--- src/rtl/sobel_pkg.sv ---
// Shared definitions for the Sobel front end: image geometry defaults,
// 3x3 window element indices and counter sizing.
package sobel_pkg;

   localparam int DW_DEF = 8;
   localparam int H_DEF  = 200;
   localparam int W_DEF  = 160;

   // Window element (i,j) lives at bits [(3*i+j)*DW +: DW]
   localparam int WIN_00 = 0;
   localparam int WIN_01 = 1;
   localparam int WIN_02 = 2;
   localparam int WIN_10 = 3;
   localparam int WIN_11 = 4;
   localparam int WIN_12 = 5;
   localparam int WIN_20 = 6;
   localparam int WIN_21 = 7;
   localparam int WIN_22 = 8;
   localparam int WIN_N  = 9;

   function automatic int cnt_width(input int n);
      return (n > 1) ? $clog2(n) : 1;
   endfunction

endpackage

--- src/rtl/sobel_line_ram.sv ---
// One image line of storage: asynchronous read, synchronous write at the
// same address, so a read in the write cycle returns the old contents.
module sobel_line_ram
   import sobel_pkg::*;
#(
   parameter int W  = W_DEF,
   parameter int DW = DW_DEF
) (
   input  logic                    clk,
   input  logic                    we,
   input  logic [cnt_width(W)-1:0] addr,
   input  logic [DW-1:0]           wdata,
   output logic [DW-1:0]           rdata
);

   logic [DW-1:0] mem_r [W];

   // Line storage write; contents are never reset
   always_ff @(posedge clk) begin
      if (we) begin
         mem_r[addr] <= wdata;
      end
   end

   assign rdata = mem_r[addr];

endmodule

--- src/rtl/sobel_line_buffer.sv ---
// Raster pixel stream to 3x3 neighbourhood stream, using two line memories
// holding the previous two rows.
module sobel_line_buffer
   import sobel_pkg::*;
#(
   parameter int H  = H_DEF,
   parameter int W  = W_DEF,
   parameter int DW = DW_DEF
) (
   input  logic            clk,
   input  logic            rst,
   input  logic [DW-1:0]   pix_in,
   input  logic            pix_valid,
   output logic            pix_ready,
   output logic [9*DW-1:0] win_out,
   output logic            win_valid,
   input  logic            win_ready,
   output logic            win_last,
   output logic            frame_done
);

   localparam int CW = cnt_width(W);
   localparam int RW = cnt_width(H);
   localparam logic [CW-1:0] COL_LAST = CW'(W - 1);
   localparam logic [RW-1:0] ROW_LAST = RW'(H - 1);
   localparam logic [CW-1:0] COL_TWO  = CW'(2);
   localparam logic [RW-1:0] ROW_TWO  = RW'(2);

   logic [CW-1:0]      col_r, col_nxt_s;
   logic [RW-1:0]      row_r, row_nxt_s;
   logic [9*DW-1:0]    win_r, win_nxt_s;
   logic               win_valid_r, win_last_r, frame_done_r;
   logic [DW-1:0]      lb1_rd_s, lb2_rd_s;
   logic               accept_s, col_last_s, row_last_s, is_last_s, emit_s;

   assign pix_ready  = !(win_valid_r && !win_ready);
   assign accept_s   = pix_valid && pix_ready;
   assign col_last_s = (col_r == COL_LAST);
   assign row_last_s = (row_r == ROW_LAST);
   assign is_last_s  = col_last_s && row_last_s;
   // Columns 0-1 of a row would pair with stale columns of the previous row
   assign emit_s     = (row_r >= ROW_TWO) && (col_r >= COL_TWO);

   assign win_out    = win_r;
   assign win_valid  = win_valid_r;
   assign win_last   = win_last_r;
   assign frame_done = frame_done_r;

   sobel_line_ram #(.W(W), .DW(DW)) u_lb1 (
      .clk   (clk),
      .we    (accept_s),
      .addr  (col_r),
      .wdata (pix_in),
      .rdata (lb1_rd_s)
   );

   sobel_line_ram #(.W(W), .DW(DW)) u_lb2 (
      .clk   (clk),
      .we    (accept_s),
      .addr  (col_r),
      .wdata (lb1_rd_s),
      .rdata (lb2_rd_s)
   );

   // Next raster position, wrapping column then row
   always_comb begin
      col_nxt_s = col_r;
      row_nxt_s = row_r;
      if (col_last_s) begin
         col_nxt_s = {CW{1'b0}};
         if (row_last_s) begin
            row_nxt_s = {RW{1'b0}};
         end else begin
            row_nxt_s = row_r + RW'(1);
         end
      end else begin
         col_nxt_s = col_r + CW'(1);
      end
   end

   // Shift window left and insert the new right-hand column
   always_comb begin
      win_nxt_s = win_r;
      for (int i = 0; i < 3; i++) begin
         win_nxt_s[(3*i+0)*DW +: DW] = win_r[(3*i+1)*DW +: DW];
         win_nxt_s[(3*i+1)*DW +: DW] = win_r[(3*i+2)*DW +: DW];
      end
      win_nxt_s[WIN_02*DW +: DW] = lb2_rd_s;
      win_nxt_s[WIN_12*DW +: DW] = lb1_rd_s;
      win_nxt_s[WIN_22*DW +: DW] = pix_in;
   end

   // Position counters and window register advance only on accept
   always_ff @(posedge clk or posedge rst) begin
      if (rst) begin
         col_r <= {CW{1'b0}};
         row_r <= {RW{1'b0}};
         win_r <= {(9*DW){1'b0}};
      end else if (accept_s) begin
         col_r <= col_nxt_s;
         row_r <= row_nxt_s;
         win_r <= win_nxt_s;
      end
   end

   // Output qualifiers; held while the downstream stalls
   always_ff @(posedge clk or posedge rst) begin
      if (rst) begin
         win_valid_r  <= 1'b0;
         win_last_r   <= 1'b0;
         frame_done_r <= 1'b0;
      end else begin
         frame_done_r <= accept_s && is_last_s;
         if (accept_s) begin
            win_valid_r <= emit_s;
            win_last_r  <= is_last_s;
         end else if (win_ready) begin
            win_valid_r <= 1'b0;
            win_last_r  <= 1'b0;
         end
      end
   end

endmodule

--- config.mk ---
export PLATFORM = sky130hd
export DESIGN_NAME = sobel_line_buffer
export DESIGN_NICKNAME = d
export VERILOG_FILES = /design/src/rtl/sobel_pkg.sv /design/src/rtl/sobel_line_ram.sv /design/src/rtl/sobel_line_buffer.sv
export SDC_FILE = /design/constraint.sdc
export NUM_CORES = 2
export LEC_CHECK = 0
export BUFFER_PORTS_ARGS = -buffer_cell sky130_fd_sc_hd__buf_4
export CORE_MARGIN = 3
export CORE_UTILIZATION = 57
export DETAILED_ROUTE_END_ITERATION = 12
export PLACE_DENSITY = 0.76
export SYNTH_ARGS = -nofsm -noshare
export SYNTH_HDL_FRONTEND = slang
export SYNTH_SLANG_ARGS = --single-unit
--- constraint.sdc ---
create_clock -name clk -period 7.6 [get_ports clk]
set_input_delay 1.14 -clock clk [delete_from_list [all_inputs] [get_ports clk]]
set_output_delay 1.14 -clock clk [all_outputs]
set_load 0.01 [all_outputs]
# Word level (Yosys, flattened, before mapping)
# Memories as Yosys holds them, arrays and structs flattened. A register that Yosys moved wholly into a read port is not among the register bits.
# Cells that the tools add are included.
[word_totals] inputBits=12 memories=2 ramBits=2560 out_inout_bits=76 wordCells=30 reg_bits=91
[classes] eq_ne=2 n_reduce_logical=9 n_lt_le_gt_ge=2 n_mux=7 add_sub_neg=2
[memory_table] memory="u_lb1.mem_r" depth=160 width=8 read_ports=1 rd_clocked_by_memory_dff=0 wr=1 line_no="sobel_line_ram.sv:16" text="logic [DW-1:0] mem_r [W];"
[memory_table] memory="u_lb2.mem_r" depth=160 width=8 read_ports=1 rd_clocked_by_memory_dff=1 wr=1 line_no="sobel_line_ram.sv:16"
[ops] operator="adder 8 x 1 -> 8 bit (second input constant)" count=2
[ops] operator="equality test 8 bit (second input constant)" count=2
[ops] operator="greater-or-equal comparator 8 x 2 -> 1 bit (second input constant)" count=2
[ops] operator="2-to-1 mux 8 bit" count=2
[ops] operator="logical AND 1 bit" count=5
[ops] operator="2-to-1 mux 1 bit" count=5
[ops] operator="zero test 1 bit" count=2
[ops] operator="AND reduction 2 bit" count=1
[ops] operator="nonzero test 2 bit" count=1

# Depth between registers and ports, before layout
[logic_depth] ltp_word=6 mapped_depth=13 mapped_depth_nobuf=7

# Cells and area by module
# A second synthesis with hierarchy kept.
[hier_totals] hier_cells=5128 area_unflattened_um2=102972.5
[modules_own_cells] module="sobel_line_ram" instances=2 seq_area_each_um2=38436.9 area_per_inst_um2=49652.6 cells_per_inst=2363
[modules_own_cells] module="sobel_line_buffer" instances=1 seq_area_each_um2=2277.2 area_per_inst_um2=3667.3 cells_per_inst=402

# Worst setup path after synthesis
# Ideal clock, no wire load.
[synth_timing] kind="reg-to-reg" startpoint="reg col_r[1]" endpoint="mem u_lb2.mem_r[0][5] (netlist bit) (data pin)" setup_ns=1.164 path_stages_with_launch=10 required_time_ns=6.436 period_less_slack_ns=7.712 arrival_time_ns=6.547 n_path_buf=4 slack_ns=-0.112 cell_sequence="dfrtp_1 -> buf_2 -> buf_4 -> buf_2 -> buf_2 -> mux4_2 -> a221oi_1 -> o21ai_0 -> nand3_1 -> a31oi_1"
[synth_via] elab_chain_len=1
[synth_rtl] element="from (decl)" line_no="sobel_line_buffer.sv:29" text="logic [CW-1:0] col_r, col_nxt_s;"
[synth_rtl] element="from (signal assigned)" line_no="sobel_line_buffer.sv:96" text="col_r <= {CW{1'b0}};"
[synth_rtl] element="from (signal assigned)" line_no="sobel_line_buffer.sv:100" text="col_r <= col_nxt_s;"
[synth_rtl] element="memory read (160 x 8 bit)"
[synth_rtl] element="net lb1_rd_s[5]" line_no="sobel_line_buffer.sv:33" text="logic [DW-1:0] lb1_rd_s, lb2_rd_s;"
[synth_rtl] element="to (decl)" line_no="sobel_line_ram.sv:16"
# The timed path passes the listed nets, and every way through them passes these cells.

# Worst setup path after layout
[layout_timing] startpoint="reg col_r[0]" endpoint="reg win_r[41], in the netlist win_out[41]"
[layout_via] elab_chain_len=1
[layout_rtl] element="memory read (160 x 8 bit)"
[layout_rtl] element="net lb1_rd_s[1]" line_no="sobel_line_buffer.sv:33"
[layout_rtl] element="to (signal assigned)" line_no="sobel_line_buffer.sv:98" text="win_r <= {(9*DW){1'b0}};"
[layout_rtl] element="to (signal assigned)" line_no="sobel_line_buffer.sv:102" text="win_r <= win_nxt_s;"
[layout_rtl] element="to (decl)" line_no="sobel_line_buffer.sv:31" text="logic [9*DW-1:0] win_r, win_nxt_s;"
# The timed path passes the listed nets, and every way through them passes these cells.
# A chain may end at the register's enable or synchronous reset.

==> PnR_summary.wiki <==
{| class="wikitable"
! Metric !! Value
|-
| Core region area || 177000 um^2
|-
| Arrival time of data at the critical path endpoint || between 6 and 7 ns
|-
| Critical path fanouts, max || 97
|-
| Routed Wire Length || 270 mm
|-
| Count of TritonRoute iterations in the first routing pass || 6
|-
| Placed Area || 106000 um^2
|-
| Global-route congestion overflow total || 0
|-
| Tightest hold margin || ~0.28 ns
|-
| Number of gates given a new drive strength after cts || 0
|-
| Post-route design area || 114000 um^2
|-
| Relative area change from synthesis to final layout || 12.5%
|-
| Height of the die || between 400 and 500 um
|-
| Cell types occupying the most area after synthesis || edfxtp_1 76%, mux4_2 13%, dfrtp_1 2.2%
|-
| Primary flip-flop cell chosen by synthesis mapping || edfxtp_1
|-
| Aggregate global-route resource usage || 0.295
|-
| Minimum period implied by the final worst setup slack || 5.78 ns
|-
| Type of the worst min-delay path || in2async
|-
| Clk_skew || 0.0637 ns
|-
| Leakage power summed over all cells || 0.0364 uW
|-
| H-tree levels || 5
|-
| Synthesized area per cell || 21.6 um^2
|-
| Final core occ || 0.647
|-
| Post-route non-filler standard cell count || 7590
|-
| Synthesized Nets || 4732
|-
| Start-to-end type of the worst setup path || reg2reg
|-
| I/O pin total || 88
|-
| Worst VDD drop || 0.519 mV
|-
| Most frequent standard cell in the layout excluding fill and tap cells || edfxtp_1
|-
| Final hold violation count || 0
|-
| Number of failing setup endpoints in the final timing report || 0
|-
| WL/cell || 35.5 um
|-
| Synthesized instance count || 4714
|-
| Die width || 428 um
|-
| Maxcap violations || 0
|-
| Final Wtd Congestion || around 0.9
|-
| Number of cells in the design after placement || 7126
|-
| Netlist cell types || 64
|-
| Number of buffers added by the clock tree synthesis step || 274
|-
| Initial DRC count || ~8400
|-
| Post-detailed-route via-to-cell ratio || approximately 7
|-
| Clock tree from TritonCTS || done
|-
| Post-CTS Setup Repair Bufs || 0
|-
| Number of buffers added to fix hold violations after cts || 0
|-
| Total via count after detailed routing || about 53000
|-
| Clock buffer depth || 4
|-
| Final layout net count || 5080
|-
| Result of the run || finished, final reports clean
|-
| Maximum achievable frequency || 173 MHz
|-
| Fraction of final layout cells with drive strength greater than 1 || 0.259
|-
| Category of the worst setup path capture point || flop
|-
| First-pass GRT wire length || 385 mm
|-
| Slack of the worst reg-to-reg path || 1.82 ns
|-
| Initial cell density of the core || 0.575
|-
| Ys async rst share || 0.0343
|-
| Die Outline Area || 183000 um^2
|-
| Actual slew at the worst max-slew pin || 1.40 ns
|-
| Worst endpoint required time || 8.37 ns
|-
| Largest area contributor in the netlist || edfxtp_1
|-
| Unrepaired setup endpoints after global routing || false
|-
| Flip-flop and latch count after synthesis || around 2700
|-
| Netlist area before placement || 102000 um^2
|-
| Number of pins exceeding their max-slew limit in the final report || 0
|-
| Worst-skew pair later-pin latency || 0.92 ns
|-
| Maximum number of pins on one net before global-route repair || 122
|-
| Synth top area share || 0.757
|-
| DP Wirelength || 151 mm
|-
| Clock transition time at the flip-flop clock pins of the worst setup and hold paths || 0.06 ns
|-
| Slew HR || 0.0591
|-
| Buffers on Ports || between 80 and 90
|-
| Fin crit share || 0.761
|-
| Setup TNS || 0 ns
|-
| Number of antenna violations at the first check in global routing || 6
|-
| Count of flip-flops with a built-in enable after synthesis || between 2000 and 3000
|-
| Clock Tree Root || clkbuf_16
|-
| Post-detailed-route DRC marker count || 0
|-
| TritonCTS sink count || 2651
|-
| Fraction of the yosys area taken by sequential cells || 0.779
|-
| Num rows || 154
|-
| Final ANT Viol Nets || 0
|-
| Critical Path Source Type || flop
|-
| Via count of the first global-routing pass || about 52000
|-
| Yosys warning total || 0
|-
| Power per unit of standard cell area || ~370 nW/um^2
|-
| Top library cells by usage in the layout, fill and taps aside || 2560 x edfxtp_1, 605 x mux4_2, 324 x buf_4
|}
-- per-layer routing --
layer	vias up	share of wire	routed length, um	global-route usage
met5	-	0.000026	7	0
met4	2	0.051	13800	0.134
met3	712	0.13	35700	0.0863
met2	4276	0.47	127000	0.451
met1	27484	0.35	93200	0.399
li1	20426	-	-	-
-- path summary, 6_finish.rpt --
kind / start / endpoint / cells past startpoint
min in group clk: win_out[7] / win_out[7] / 2
setup reg to reg: col_r[0] / win_out[41] / 9
hold reg to reg: win_out[7] / win_out[7] / 2
hold / removal: rst / win_out[65] / 2
setup / recovery: col_r[0] / win_out[41] / 9
max in group asynchronous: rst / col_r[2] / 3
-- per-stage QoR --
step / worst slack (ns) / total power [uW]
final: 1.82 / 41700
after global routing: 1.56 / 42900
after CTS: 1.85 / 41700
after detailed placement: 1.89 / 29300
after global placement: 1.81 / 29000
after floorplan: 0.502 / 25500
-- flip-flops by register name, indices dropped and copies added, names as in the netlist --
register     flops
row_r            8
win_valid        1
win_out         72
win_last         1
frame_done       1
u_lb1.mem_r   1280
col_r            8
u_lb2.mem_r   1280
-- critical path, cell delays in order, from the launching register on --
cell	delay, ns
dfrtp_4	1.05
buf_4	0.37
mux4_2	0.52
a22o_1	0.25
a221oi_1	0.77
o22ai_1	0.23
a31oi_1	0.55
nand3_4	0.70
buf_4	0.68
mux2_2	0.42
-- Yosys cell counts (8+ instances only) --
| library cell | instances |
|---|---|
| edfxtp_1 | 2560 |
| mux4_2 | 605 |
| nand2_1 | 241 |
| nor2_1 | 197 |
| mux2i_1 | 146 |
| a22oi_1 | 124 |
| clkbuf_1 | 100 |
| dfrtp_1 | 91 |
| buf_2 | 87 |
| nand3_1 | 63 |
| a221oi_1 | 45 |
| a21oi_1 | 44 |
| a22o_1 | 44 |
| o22ai_1 | 40 |
| buf_1 | 33 |
| buf_4 | 31 |
| buf_6 | 23 |
| o21ai_0 | 23 |
| a211oi_1 | 18 |
| a31oi_1 | 18 |
| nand4_1 | 15 |
| mux2_2 | 14 |
| nor2b_1 | 12 |
| nor3_1 | 12 |
| nand2b_1 | 9 |
| nor4_1 | 9 |
| o211ai_1 | 9 |
| o221ai_1 | 9 |
| and2_1 | 8 |
-- cell type report --
class / instances / area, um^2
antenna: 7 / 17.5
clock inverter: 112 / 896
multi-input combinational: 1778 / 21100
sequential: 2651 / 79200
tap: 2340 / 2930
timing repair buffer: 349 / 2870
inverter: 8 / 32.5
clock buffer: 345 / 7250
fill: 10879 / 62400
-- kinds of logic after synthesis --
kind of cell / after synthesis / share of synthesized area
AO/OA/AOI/OAI: 416 / 0.0300
XOR/XNOR: 9 / 0.000776
adder cells (fa/ha/maj): 6 / 0.000739
buffers and inverters: 285 / 0.0149
flip-flops: 2651 / 0.779
multiplexers: 766 / 0.150
AND/OR/NAND/NOR: 581 / 0.0242
-- where the power goes --
group	total, uW	leakage [uW]	switching (uW)	internal, uW
registers	19200	0.0242	400	18800
logic	10000	0.00831	7010	3020
clock network	12500	0.00396	5310	7190
total	41700	0.0364	12700	29000
Power figures use the tool's default switching activity.
